`src/rtl/control_unit_mc.sv`:
```
// Multicycle control unit for the K&S datapath: fetch/decode/load sequencing with
// configurable RAM latency, six conditional branches and a saturating retire counter.
package k_and_s_pkg;
    typedef enum logic [3:0] {
        I_NOP, I_MOVE, I_ADD, I_SUB, I_AND, I_OR, I_STORE, I_LOAD,
        I_BRANCH, I_BZERO, I_BNZERO, I_BNEG, I_BNNEG, I_BOV, I_BNOV, I_HALT
    } decoded_instruction_type;
endpackage

module control_unit_mc
    import k_and_s_pkg::*;
#(
    parameter int MEM_LATENCY = 1,
    parameter int OP_WIDTH    = 3,
    parameter int OV_SEL      = 0,
    parameter int CNT_WIDTH   = 16
) (
    input  logic                    clk,
    input  logic                    rst_n,
    input  decoded_instruction_type decoded_instruction,
    input  logic                    zero_op,
    input  logic                    neg_op,
    input  logic                    unsigned_overflow,
    input  logic                    signed_overflow,
    output logic                    branch,
    output logic                    pc_enable,
    output logic                    ir_enable,
    output logic                    write_reg_enable,
    output logic                    addr_sel,
    output logic                    c_sel,
    output logic                    flags_reg_enable,
    output logic                    ram_write_enable,
    output logic                    halt,
    output logic [OP_WIDTH-1:0]     operation,
    output logic [CNT_WIDTH-1:0]    instr_count
);
    typedef enum logic [2:0] {
        S_FETCH, S_LATCH_IR, S_DECODE, S_LOAD_WAIT, S_LOAD_WB, S_HALTED
    } state_t;

    localparam logic [3:0] LAST_WAIT = 4'(MEM_LATENCY - 1);

    state_t               state_q, state_d;
    logic [3:0]           wait_q, wait_d;
    logic [CNT_WIDTH-1:0] count_q, count_d;
    logic                 retire;
    logic                 sel_ov;
    logic                 cond_taken;

    assign sel_ov = (OV_SEL != 0) ? unsigned_overflow : signed_overflow;

    always_comb begin
        cond_taken = 1'b0;
        case (decoded_instruction)
            I_BZERO:  cond_taken = zero_op;
            I_BNZERO: cond_taken = !zero_op;
            I_BNEG:   cond_taken = neg_op;
            I_BNNEG:  cond_taken = !neg_op;
            I_BOV:    cond_taken = sel_ov;
            I_BNOV:   cond_taken = !sel_ov;
            default:  cond_taken = 1'b0;
        endcase
    end

    always_ff @(posedge clk or negedge rst_n) begin
        if (!rst_n) begin
            state_q <= S_FETCH;
            wait_q  <= 4'd0;
            count_q <= '0;
        end else begin
            state_q <= state_d;
            wait_q  <= wait_d;
            count_q <= count_d;
        end
    end

    // The wait counter only advances while dwelling; any state change clears it.
    always_comb begin
        state_d = state_q;
        wait_d  = 4'd0;
        retire  = 1'b0;
        case (state_q)
            S_FETCH: begin
                if (wait_q == LAST_WAIT) state_d = S_LATCH_IR;
                else                     wait_d  = wait_q + 4'd1;
            end
            S_LATCH_IR: state_d = S_DECODE;
            S_DECODE: begin
                if (decoded_instruction == I_LOAD) begin
                    state_d = S_LOAD_WAIT;
                end else begin
                    retire  = 1'b1;
                    state_d = (decoded_instruction == I_HALT) ? S_HALTED : S_FETCH;
                end
            end
            S_LOAD_WAIT: begin
                if (wait_q == LAST_WAIT) state_d = S_LOAD_WB;
                else                     wait_d  = wait_q + 4'd1;
            end
            S_LOAD_WB: begin
                retire  = 1'b1;
                state_d = S_FETCH;
            end
            S_HALTED: state_d = S_HALTED;
            default:  state_d = S_FETCH;
        endcase
        count_d = (retire && (count_q != '1)) ? count_q + 1'b1 : count_q;
    end

    always_comb begin
        branch           = 1'b0;
        pc_enable        = 1'b0;
        ir_enable        = 1'b0;
        write_reg_enable = 1'b0;
        addr_sel         = 1'b0;
        c_sel            = 1'b0;
        flags_reg_enable = 1'b0;
        ram_write_enable = 1'b0;
        halt             = 1'b0;
        operation        = '0;
        case (state_q)
            S_LATCH_IR: begin
                ir_enable = 1'b1;
                pc_enable = 1'b1;
            end
            S_DECODE: begin
                case (decoded_instruction)
                    I_MOVE: write_reg_enable = 1'b1;
                    I_ADD, I_SUB, I_AND, I_OR: begin
                        write_reg_enable = 1'b1;
                        flags_reg_enable = 1'b1;
                        case (decoded_instruction)
                            I_ADD:   operation = OP_WIDTH'(1);
                            I_SUB:   operation = OP_WIDTH'(2);
                            I_AND:   operation = OP_WIDTH'(3);
                            default: operation = OP_WIDTH'(4);
                        endcase
                    end
                    I_STORE: begin
                        addr_sel         = 1'b1;
                        ram_write_enable = 1'b1;
                    end
                    I_LOAD: addr_sel = 1'b1;
                    I_BRANCH: begin
                        branch    = 1'b1;
                        pc_enable = 1'b1;
                    end
                    default: begin
                        branch    = cond_taken;
                        pc_enable = cond_taken;
                    end
                endcase
            end
            S_LOAD_WAIT: begin
                addr_sel = 1'b1;
                c_sel    = 1'b1;
            end
            S_LOAD_WB: begin
                addr_sel         = 1'b1;
                c_sel            = 1'b1;
                write_reg_enable = 1'b1;
            end
            S_HALTED: halt = 1'b1;
            default: ;
        endcase
    end

    assign instr_count = count_q;
endmodule

```
`config.mk`:
```
export PLATFORM = sky130hd
export DESIGN_NAME = control_unit_mc
export DESIGN_NICKNAME = d
export VERILOG_FILES = /design/src/rtl/control_unit_mc.sv
export SDC_FILE = /design/constraint.sdc
export NUM_CORES = 1
export LEC_CHECK = 0
export ABC_AREA = 1
export CAP_MARGIN = 20
export CORE_MARGIN = 2
export CORE_UTILIZATION = 50
export CTS_CLUSTER_DIAMETER = 100
export CTS_CLUSTER_SIZE = 12
export DETAILED_ROUTE_END_ITERATION = 12
export GPL_TIMING_DRIVEN = 0
export PLACE_DENSITY = 0.8
export SETUP_SLACK_MARGIN = 0.15
export SLEW_MARGIN = 5
export SYNTH_ARGS = -nofsm -noshare
export SYNTH_HDL_FRONTEND = slang
export SYNTH_SLANG_ARGS = --single-unit
```
`constraint.sdc`:
```
create_clock -name clk -period 3.6 [get_ports clk]
set_clock_uncertainty 0.15 [all_clocks]
set_input_delay 0.54 -clock clk [delete_from_list [all_inputs] [get_ports clk]]
set_output_delay 0.54 -clock clk [all_outputs]
set_load 0.02 [all_outputs]
```
# Yosys cells after proc, flatten, opt, wreduce, memory -nomap -nowiden
# Cells that the tools add are included.
# totals
register_bits	23
input_bits	10
output_inout_bits	28
elab_cells	68
# op_classes
addsub	2
n_eq_ne	23
mux	27
reduce_logical	13
# ops
cell	n
equality test 4 bit, second input constant	8
two-way mux 3 bit	6
adder 16 x 1 -> 16 bit, second input constant	1
equality test 4 x 3 -> 1 bit, second input constant	4
inequality test 16 bit, second input constant	1
case mux 3 bit (5 select lines)	1
two-way mux 1 bit	11
case mux 1 bit (2 select lines)	5
case mux 3 bit (3 select lines)	1
equality test 4 x 2 -> 1 bit, second input constant	2
two-way mux 4 bit	2
OR reduction 7 bit	1
equality test 3 x 2 -> 1 bit, second input constant	2
equality test 3 bit, second input constant	2
case mux 1 bit (6 select lines)	1
OR reduction 2 bit	3
OR reduction 5 bit	1
adder 4 x 1 -> 4 bit, second input constant	1
equality test 4 x 1 -> 1 bit, second input constant	1
logical NOT 4 bit	1
inequality test 2 bit, second input constant	2
OR reduction 4 bit	1
equality test 3 x 1 -> 1 bit, second input constant	1
logical NOT 1 bit	3
3 further kinds	3

# Longest topological paths before layout
# Gate-level depths: netlist of run 1.
# logic_depth
ltp_word	4
ltp_mapped	9
mapped_depth_nobuf	8

# Least setup slack after synthesis of run 1
# Ideal clock, no wire load.
# synth_path
path_kind	in2out
startpoint	input decoded_instruction[3]
endpoint	output flags_reg_enable
arrival_ns	1.212
t_required_ns	2.910
path_slack_ns	1.698
cell_stages	5
path_buffers	0
cell_sequence	inv_2 -> nand2_1 -> inv_1 -> nand2_1 -> a31oi_1
# synth_between
elab_chain_cells	4
elab_cells_between_ends	7
cone_classes	eq/ne: 4; mux: 2; reduce/logical: 1
# synth_rtl
element	line	text
from (decl)	20	input decoded_instruction_type decoded_instruction,
equality test 4 x 3 -> 1 bit or equality test 4 x 2 -> 1 bit (tied branches)	127	case (decoded_instruction)
OR reduction 4 bit *	127	
two-way mux 1 bit *	127	
two-way mux 1 bit *	121	case (state_q)
to (decl)	31	output logic flags_reg_enable,
# Every way passes the cells marked *; elsewhere a longest branch is shown, timed or not.

# Final worst setup path of run 1
# layout_path
startpoint	input decoded_instruction[1]
endpoint	output pc_enable
# layout_between
elab_chain_cells	4
elab_cells_between_ends	18
cone_classes	eq/ne: 14; mux: 3; reduce/logical: 1
# layout_rtl
element	line	text
equality test 4 bit (tied with other cells)	54	case (decoded_instruction)
case mux 1 bit (6 select lines) or OR reduction 7 bit (tied branches)	--	
case mux 1 bit (2 select lines) *	127	
case mux 1 bit (2 select lines) *	121	
to (decl)	26	output logic pc_enable,
# Marked as above.

==> flow_metrics.py, run 1 <==
metrics = {
    "run_status": {
        "status": "completed",
    },
    "global_route": {
        "grt_pass1_wl_microns": 5800,
        "grt_antenna_before_repair": 0,
        "grt_pass1_vias": 1402,
        "grt_max_degree": 24,
        "overflow": 0,
        "grt_usage": 0.205,
    },
    "die": {
        "io_pins": 38,
        "die_h_microns": 61.2,
        "design.die.area_sq_um": 3750,
        "die_w_microns": 61.2,
        "start_util": 0.532,
        "fp-row-count": 20,
        "coreArea_sq_um": 3080,
    },
    "clocking": {
        "cts_buffers": 3,
        "cts_resized": 0,
        "clk_pin_slew_ns": 0.12,
        "cts_buffer_depth": 2,
        "holdBufCountCts": 0,
        "postCtsSetupBuffers": 0,
        "cts_root_buf": "clkbuf_4",
        "cts.sinks": 23,
        "clk_latency_ns": 0.31,
        "cts_tree": "done",
        "htree_num_levels": 1,
    },
    "final_layout": {
        "drive_above_1_share": 0.0813,
        "nets": 297,
        "mostFrequentLayoutCell": "nand2_1",
        "nFillCells": 293,
        "layout_common_cells": "nand2_1 (105), clkdlybuf4s50_1 (36), inv_1 (24), nor2_1 (24), dfrtp_1 (23)",
        "final_util": 0.681,
        "area_growth_pct": 28.0,
        "antenna_cells": 0,
    },
    "worst_setup_path": {
        "end_kind": "primary output",
        "cp_slowest_stage_delay_ns": 0.59,
        "crit_chain": "clkdlybuf4s50_1 -> nand2_1 -> inv_1 -> nand2_1 -> nand4_1 -> nand3_1 -> nand2_1 -> nand2_1 -> clkdlybuf4s50_1",
        "worstPathMaxFanout": 6,
        "critical_path_class": "input port to primary output",
        "start_kind": "input port",
        "cp_top_family": "buffers and inverters",
        "critPathBufInv": 3,
        "worstPathArrival_ns": 2.26,
        "cp.required_ns": 2.91,
        "path_depth": 9,
        "cp_common_cell": "nand2_1",
        "ff2ff_path_depth": 8,
        "critPathSlowestCell": "clkdlybuf4s50_1",
    },
    "routing": {
        "wl_microns": 3440,
        "firstDrtPassIters": 4,
        "avgRoutedWirePerCell_microns": 10.5,
        "drc": 0,
        "top_layer": "met4",
        "routed_via_density": 4.80,
        "wl_met2_microns": 1660,
        "antenna_left": 0,
        "drt_iter0_drc": 55,
        "route.met3.wl_microns": 147,
        "met1_length_microns": 1580,
        "via_count": 1570,
    },
    "yosys": {
        "ys_types": 27,
        "yosysSeqAreaShare": 0.351,
        "syn-num-nets": 255,
        "ys.warnings.count": 0,
        "syn_area_per_cell_sq_um": 6.77,
        "syn_area_sq_um": 1640,
        "synthCells": 242,
        "ys_ff_latch": 23,
    },
    "sta": {
        "post-route-period-util": 0.821,
        "maxSlewHeadroom": 0.652,
        "setup-violations-final": 0,
        "tightestPinTransition_ns": 0.520,
        "final.setup.tns_ns": 0,
        "period_needed_ns": 2.95,
        "max_freq_ghz": 0.338,
        "fin_hold_ws_ns": 0.354,
        "timing_hold_violations_final": 0,
        "report.final.slew_viol_count": 0,
        "grt_setup_unrepaired": "false",
    },
    "place": {
        "port_buffers": 36,
        "dp_hpwl_microns": 2720,
        "gp_congestion": 0.930,
    },
    "power_and_ir_drop": {
        "leakage_uw": 0.00107,
        "peakVddDrop_mv": 0.400,
        "power-per-cell-area_nw_per_um2": 472,
        "finalPower_uw": 988,
    },
    "job": {
        "drv_cap": 0,
    },
    "min_path": {
        "hold_depth": 1,
        "min-delay-path-class": "flop to flop",
    },
}
[through the flow]
stage | std cells | instance area (sq um) | setup slack (ns)
CTS | 326 | 2080 | 0.645
floorplan | 242 | 1640 | 1.70
global placement | 322 | 2050 | 0.657
global route | 327 | 2100 | 0.516
detailed placement | 322 | 2050 | 0.648
finish | 327 | 2100 | 0.645
[synthesized netlist by cell type (all sizes together)]
cell    number  area (sq um)
or2          1          6.26
inv         28           105
dfrtp       23           576
xnor2        5          43.8
o21ai        6          41.3
nand2      108           418
o211ai       2          15.0
a31oi        1          6.26
nand3       16          85.1
a21boi       1          7.51
buf          2          22.5
o21bai       1          7.51
xor2         4          35.0
a21oi        3          15.0
nor2        30           165
nand4        7          43.8
o21a         1          7.51
ha           3          37.5
[layer usage]
metal  up-vias  GRT usage
met1       694      0.256
met4         0     0.0807
met2        30      0.354
met5         -          0
met3         6     0.0336
li1        840          -
[report_power, final]
part	internal, uW	total, uW	switching, uW	leakage (uW)
Clock	41.5	119	77.8	0.0000177
Combinational	218	523	306	0.000736
Sequential	295	345	50.5	0.000312
Total	554	988	434	0.00107
[worst reg2reg max path, stage by stage (launching register included)]
cell     delay (ns)
dfrtp_1        0.43
ha_1           0.30
inv_2          0.09
nor2_8         0.15
nand2_4        0.08
o21ai_4        0.25
buf_6          0.18
nand2_1        0.06
nand2_1        0.07
[cell type report]
class                      count  area, sq um  share of cell area
timing repair buffer          37          375               0.179
tap                           44         55.1              0.0263
sequential                    23          576               0.275
inverter                      28          105              0.0501
clock buffer                   3         22.5              0.0107
buffer                         2         22.5              0.0107
multi-input combinational    189          935               0.446
clock inverter                 1         5.00             0.00239
[state kept, by name, summed over array words and instances, names as in the netlist]
signal	count
instr_count	16
state_q	3
wait_q	4
[kinds of logic (layout without fill, tap and decap cells)]
| kind of cell | Yosys count | after routing | share of synthesized area |
|---|---|---|---|
| and+or+nand+nor | 162 | 162 | 0.439 |
| xor gates and xnor gates | 9 | 9 | 0.0481 |
| adders and majority gates | 3 | 3 | 0.0229 |
| buffers and inverters | 30 | 71 | 0.0779 |
| DFF | 23 | 23 | 0.351 |
| AOI/OAI and AO/OA | 15 | 15 | 0.0611 |
[final timing paths]
path                                   startpoint         endpoint  slack (ns)
setup / recovery           decoded_instruction[1]        pc_enable        0.65
hold / removal                          wait_q[0]        wait_q[0]        0.35
setup reg to reg                   instr_count[1]  instr_count[13]        1.79
hold reg to reg                         wait_q[0]        wait_q[0]        0.35
max in group asynchronous                   rst_n  instr_count[13]        2.43
min in group asynchronous                   rst_n   instr_count[4]        0.41
Note: power is estimated with default switching activity, not from simulation.
==> run 2: changes to the inputs <==
- clock period: 3.6 -> 2.8 ns (I/O delays scaled with it)
==> run 2 against run 1 <==
Non-clock buffer count unchanged. Critical path type unchanged. Worst setup slack got worse by 0.41 ns. Register-to-register slack lost 0.80 ns. Highest routed layer unchanged. Largest power group unchanged.
==> flow_metrics.py, run 2 (same netlist as run 1, synthesis figures left out) <==
metrics = {
    "final_layout": {
        "nets": 297,
        "drive_above_1_share": 0.0883,
        "area_growth_pct": 29.0,
        "antenna_cells": 0,
        "layout_common_cells": "nand2_1 (104), clkdlybuf4s50_1 (28), inv_1 (24)",
        "design_area_sq_um": 2110,
        "largest_reg_flops": 16,
        "mostFrequentLayoutCell": "nand2_1",
    },
    "sta": {
        "setup-violations-final": 0,
        "report.final.slew_viol_count": 0,
        "tightestPinTransition_ns": 0.513,
        "grt_setup_unrepaired": "true",
        "period_needed_ns": 2.57,
        "final.setup.tns_ns": 0,
        "timing_hold_violations_final": 0,
        "maxSlewHeadroom": 0.657,
        "setup_slack_ns": 0.232,
        "max_freq_ghz": 0.389,
        "post-route-period-util": 0.917,
    },
    "worst_setup_path": {
        "cp.required_ns": 2.23,
        "critPathSlowestCell": "clkdlybuf4s50_1",
        "cp_top_family": "buffers and inverters",
        "cp_common_cell": "clkdlybuf4s50_1",
        "worstPathArrival_ns": 2.00,
        "critical_path_class": "input port to primary output",
        "crit_chain": "clkdlybuf4s50_1 -> nor2_2 -> nand2_1 -> a21oi_1 -> clkdlybuf4s50_1",
        "start_kind": "input port",
        "end_kind": "primary output",
        "critPathBufInv": 2,
        "worstPathMaxFanout": 6,
        "cp_slowest_stage_delay_ns": 0.62,
    },
    "clocking": {
        "holdBufCountCts": 0,
        "cts_buffers": 3,
        "cts_tree": "done",
        "cts_root_buf": "clkbuf_4",
        "clk_pin_slew_ns": 0.12,
        "cts.sinks": 23,
        "postCtsSetupBuffers": 0,
        "cts_buffer_depth": 2,
        "clk_latency_ns": 0.31,
        "htree_num_levels": 1,
    },
    "global_route": {
        "grt_pass1_wl_microns": 5820,
        "grt_max_degree": 24,
        "grt_usage": 0.206,
        "overflow": 0,
        "grt_antenna_before_repair": 0,
        "grt_pass1_vias": 1405,
    },
    "power_and_ir_drop": {
        "leakage_uw": 0.00118,
        "power-per-cell-area_nw_per_um2": 597,
        "finalPower_uw": 1260,
        "peakVddDrop_mv": 0.508,
    },
    "place": {
        "dpl-instance-area_sq_um": 2050,
        "dp_hpwl_microns": 2720,
        "dp_worst_setup_slack_ns": 0.0877,
        "gp_congestion": 0.930,
        "port_buffers": 36,
    },
    "die": {
        "coreArea_sq_um": 3080,
        "fp-row-count": 20,
        "start_util": 0.532,
        "io_pins": 38,
        "die_w_microns": 61.2,
        "die_h_microns": 61.2,
        "design.die.area_sq_um": 3750,
    },
    "run_status": {
        "status": "completed",
    },
    "routing": {
        "drc": 0,
        "avgRoutedWirePerCell_microns": 10.8,
        "routed_via_density": 4.83,
        "wl_microns": 3520,
        "antenna_left": 0,
        "via_count": 1581,
        "drt_iter0_drc": 60,
        "firstDrtPassIters": 4,
    },
    "min_path": {
        "min-delay-path-class": "input port to async pin",
    },
    "job": {
        "drv_cap": 0,
    },
}
run 2: cell types whose count changed in the layout (fill, tap and decap cells not counted), sizes merged:
cell           delta
clkdlybuf4s50     -8
dlymetal6s2s      +6
dlygate4sd2       +2
run 2: metal layers:
layer | global-route usage | up-vias | share of wire
met2 | 0.354 | 32 | 0.49
met5 | 0 | - | 0
met3 | 0.0336 | 6 | 0.044
met4 | 0.0807 | 0 | 0.015
met1 | 0.258 | 703 | 0.45
li1 | - | 840 | -
run 2: report_power, final:
part           internal [uW]  leakage [uW]  switching (uW)
registers                379      0.000312            64.8
clock network           53.4     0.0000177             100
logic                    270      0.000849             395
run 2: layout make-up:
class,instances,area (sq um)
fill,290,965
buffer,2,22.5
sequential,23,576
clock inverter,1,5.00
inverter,28,105
timing repair buffer,37,388
clock buffer,3,22.5
multi-input combinational,189,940
tap,44,55.1
run 2: worst register-to-register path, delay by kind of cell (launching register included):
| kind | cells | cell delay (ns) |
|---|---|---|
| compound gates | 1 | 0.26 |
| fa+ha+maj | 1 | 0.30 |
| buf+inv | 2 | 0.27 |
| flops | 1 | 0.43 |
| simple gates | 4 | 0.36 |
run 2: worst paths after layout:
check                                       start               to  slack [ns]  cells past startpoint
setup / recovery           decoded_instruction[1]     operation[0]        0.23                      5
hold / removal                              rst_n   instr_count[4]        0.28                      1
setup reg to reg                   instr_count[1]  instr_count[13]        0.99                      8
hold reg to reg                         wait_q[0]        wait_q[0]        0.35                      1
max in group asynchronous                   rst_n  instr_count[13]        1.75                      2
min in group clk                        wait_q[0]        wait_q[0]        0.35                      1
run 2: timing repair:
action                                  CTS  global route
endpoints found under the setup margin    3             7
gates resized for setup                   3             7
endpoints found under the hold margin     0             0
run 2: stage by stage:
step / hold WS [ns] / utilization / cells
finish: 0.282 / 0.687 / 327
floorplan: -0.0256 / - / 242
global placement: 0.326 / 0.667 / 322
CTS: 0.356 / 0.676 / 326
detailed placement: 0.338 / 0.667 / 322
global route: 0.300 / 0.687 / 327
==> run 3: changes to the inputs <==
- SLEW_MARGIN: 5 -> 20
==> run 3 against run 2 <==
Cell count is the same. Die area is the same. First-iteration DRC count shrank 30%. Combinational power is essentially flat. Highest routed layer unchanged.
==> flow_metrics.py, run 3 (same netlist as run 1, synthesis figures left out) <==
metrics = {
    "run_status": {
        "status": "completed",
    },
    "worst_setup_path": {
        "cp_slowest_stage_delay_ns": 0.62,
        "r2r_slack_ns": 0.99,
        "critical_path_class": "input port to primary output",
        "cp.required_ns": 2.23,
        "rr_endpoint": "instr_count[13]",
        "critPathBufInv": 2,
        "worstPathArrival_ns": 2.01,
        "path_depth": 5,
        "startpoint": "decoded_instruction[1]",
        "r2r_start": "instr_count[1]",
        "critPathSlowestCell": "clkdlybuf4s50_1",
        "cp_top_family": "buffers and inverters",
        "crit_end": "operation[0]",
        "start_kind": "input port",
        "end_kind": "primary output",
        "cp_common_cell": "clkdlybuf4s50_1",
        "worstPathMaxFanout": 6,
        "ff2ff_path_depth": 8,
        "crit_chain": "clkdlybuf4s50_1 -> nor2_2 -> nand2_1 -> a21oi_1 -> clkdlybuf4s50_1",
    },
    "sta": {
        "timing_hold_violations_final": 0,
        "setup-violations-final": 0,
        "max_freq_ghz": 0.387,
        "report.final.slew_viol_count": 0,
        "maxSlewHeadroom": 0.664,
        "tightestPinTransition_ns": 0.504,
        "post-route-period-util": 0.922,
        "fin_hold_ws_ns": 0.355,
        "final.setup.tns_ns": 0,
        "period_needed_ns": 2.58,
        "grt_setup_unrepaired": "true",
    },
    "clocking": {
        "cts_root_buf": "clkbuf_4",
        "cts.sinks": 23,
        "postCtsSetupBuffers": 0,
        "cts_buffer_depth": 2,
        "cts_buffers": 3,
        "clk_latency_ns": 0.31,
        "cts_tree": "done",
        "clk_pin_slew_ns": 0.12,
        "htree_num_levels": 1,
    },
    "die": {
        "design.die.area_sq_um": 3750,
        "io_pins": 38,
        "start_util": 0.532,
        "fp-row-count": 20,
        "die_w_microns": 61.2,
        "die_h_microns": 61.2,
        "coreArea_sq_um": 3080,
    },
    "routing": {
        "routed_via_density": 4.83,
        "avgRoutedWirePerCell_microns": 10.7,
        "firstDrtPassIters": 4,
        "wl_microns": 3510,
        "antenna_left": 0,
        "drc": 0,
        "drt_iter0_drc": 42,
        "via_count": 1581,
    },
    "final_layout": {
        "mostFrequentLayoutCell": "nand2_1",
        "nets": 297,
        "drive_above_1_share": 0.0883,
        "largest_reg_flops": 16,
        "layout_common_cells": "nand2_1 (104), clkdlybuf4s50_1 (27), inv_1 (24)",
        "antenna_cells": 0,
        "area_growth_pct": 28.4,
    },
    "global_route": {
        "grt_pass1_vias": 1405,
        "grt_max_degree": 24,
        "grt_antenna_before_repair": 0,
        "grt_pass1_wl_microns": 5820,
        "grt_usage": 0.206,
        "overflow": 0,
    },
    "power_and_ir_drop": {
        "p_int_uw": 701,
        "clkPwrFrac": 0.121,
        "sw_frac_of_total": 0.444,
        "power-per-cell-area_nw_per_um2": 599,
        "peakVddDrop_mv": 0.509,
        "leakage_uw": 0.00118,
        "power.switching_uw": 559,
        "comb_power_share": 0.527,
        "pwr-share-seq": 0.352,
    },
    "place": {
        "port_buffers": 36,
        "gp_congestion": 0.930,
        "dp_hpwl_microns": 2720,
    },
    "min_path": {
        "min-delay-path-class": "flop to flop",
    },
    "job": {
        "drv_cap": 0,
    },
}
==> run 3: changes by cell type in the layout (fill, tap and decap cells not counted) <==
cell             previous run  this run
buf_2                       0         1
dlygate4sd3_1               0         1
buf_8                       1         0
clkdlybuf4s50_1            28        27
==> run 3: worst min path at each step <==
stage                                end  startpoint  depth (start not counted)
after floorplan           instr_count[0]       rst_n                          0
after global placement         wait_q[0]   wait_q[0]                          1
after detailed placement       wait_q[0]   wait_q[0]                          1
after CTS                      wait_q[0]   wait_q[0]                          1
after global routing           wait_q[0]   wait_q[0]                          1
final                          wait_q[0]   wait_q[0]                          1
==> run 3: metal layers <==
metal  global-route usage  part of all wire  vias up
met3               0.0336             0.039        8
met1                0.258              0.46      699
met5                    0                 0        -
li1                     -                 -      838
met4               0.0807             0.017        0
met2                0.354              0.49       36
==> run 3: power by group through the flow <==
stage | Clock (uW) | Sequential, uW | Combinational (uW)
floorplan | 0 | 472 | 406
detailed placement | 0 | 449 | 677
finish | 153 | 444 | 663
global route | 176 | 456 | 731
global placement | 0 | 449 | 668
CTS | 161 | 443 | 671
==> run 3: what timing repair did <==
item	in CTS	in global routing
gates resized for setup	3	7
pin swaps	0	0
endpoints found under the setup margin	3	7
hold endpoints to repair	0	23
hold buffers	0	1
==> run 3: final cells by class <==
| type | count | area (sq um) |
|---|---|---|
| plain buffers | 2 | 22.5 |
| well taps | 44 | 55.1 |
| flip-flops and latches | 23 | 576 |
| multi-input cells | 189 | 940 |
| repair buffers | 37 | 378 |
| clock inverters | 1 | 5.00 |
| fillers | 293 | 975 |
| inverters | 28 | 105 |
| clock buffers | 3 | 22.5 |
==> run 3: metrics by stage <==
stage / instances / utilization / setup slack, ns / cell area [sq um] / power (uW)
2_1_floorplan: 242 / - / 1.04 / 1640 / 878
3_3_place_gp: 322 / 0.667 / 0.0968 / 2050 / 1120
3_5_place_dp: 322 / 0.667 / 0.0877 / 2050 / 1130
4_1_cts: 326 / 0.676 / 0.163 / 2080 / 1280
5_1_grt: 327 / 0.683 / 0.141 / 2100 / 1360
6_report: 327 / 0.683 / 0.218 / 2100 / 1260
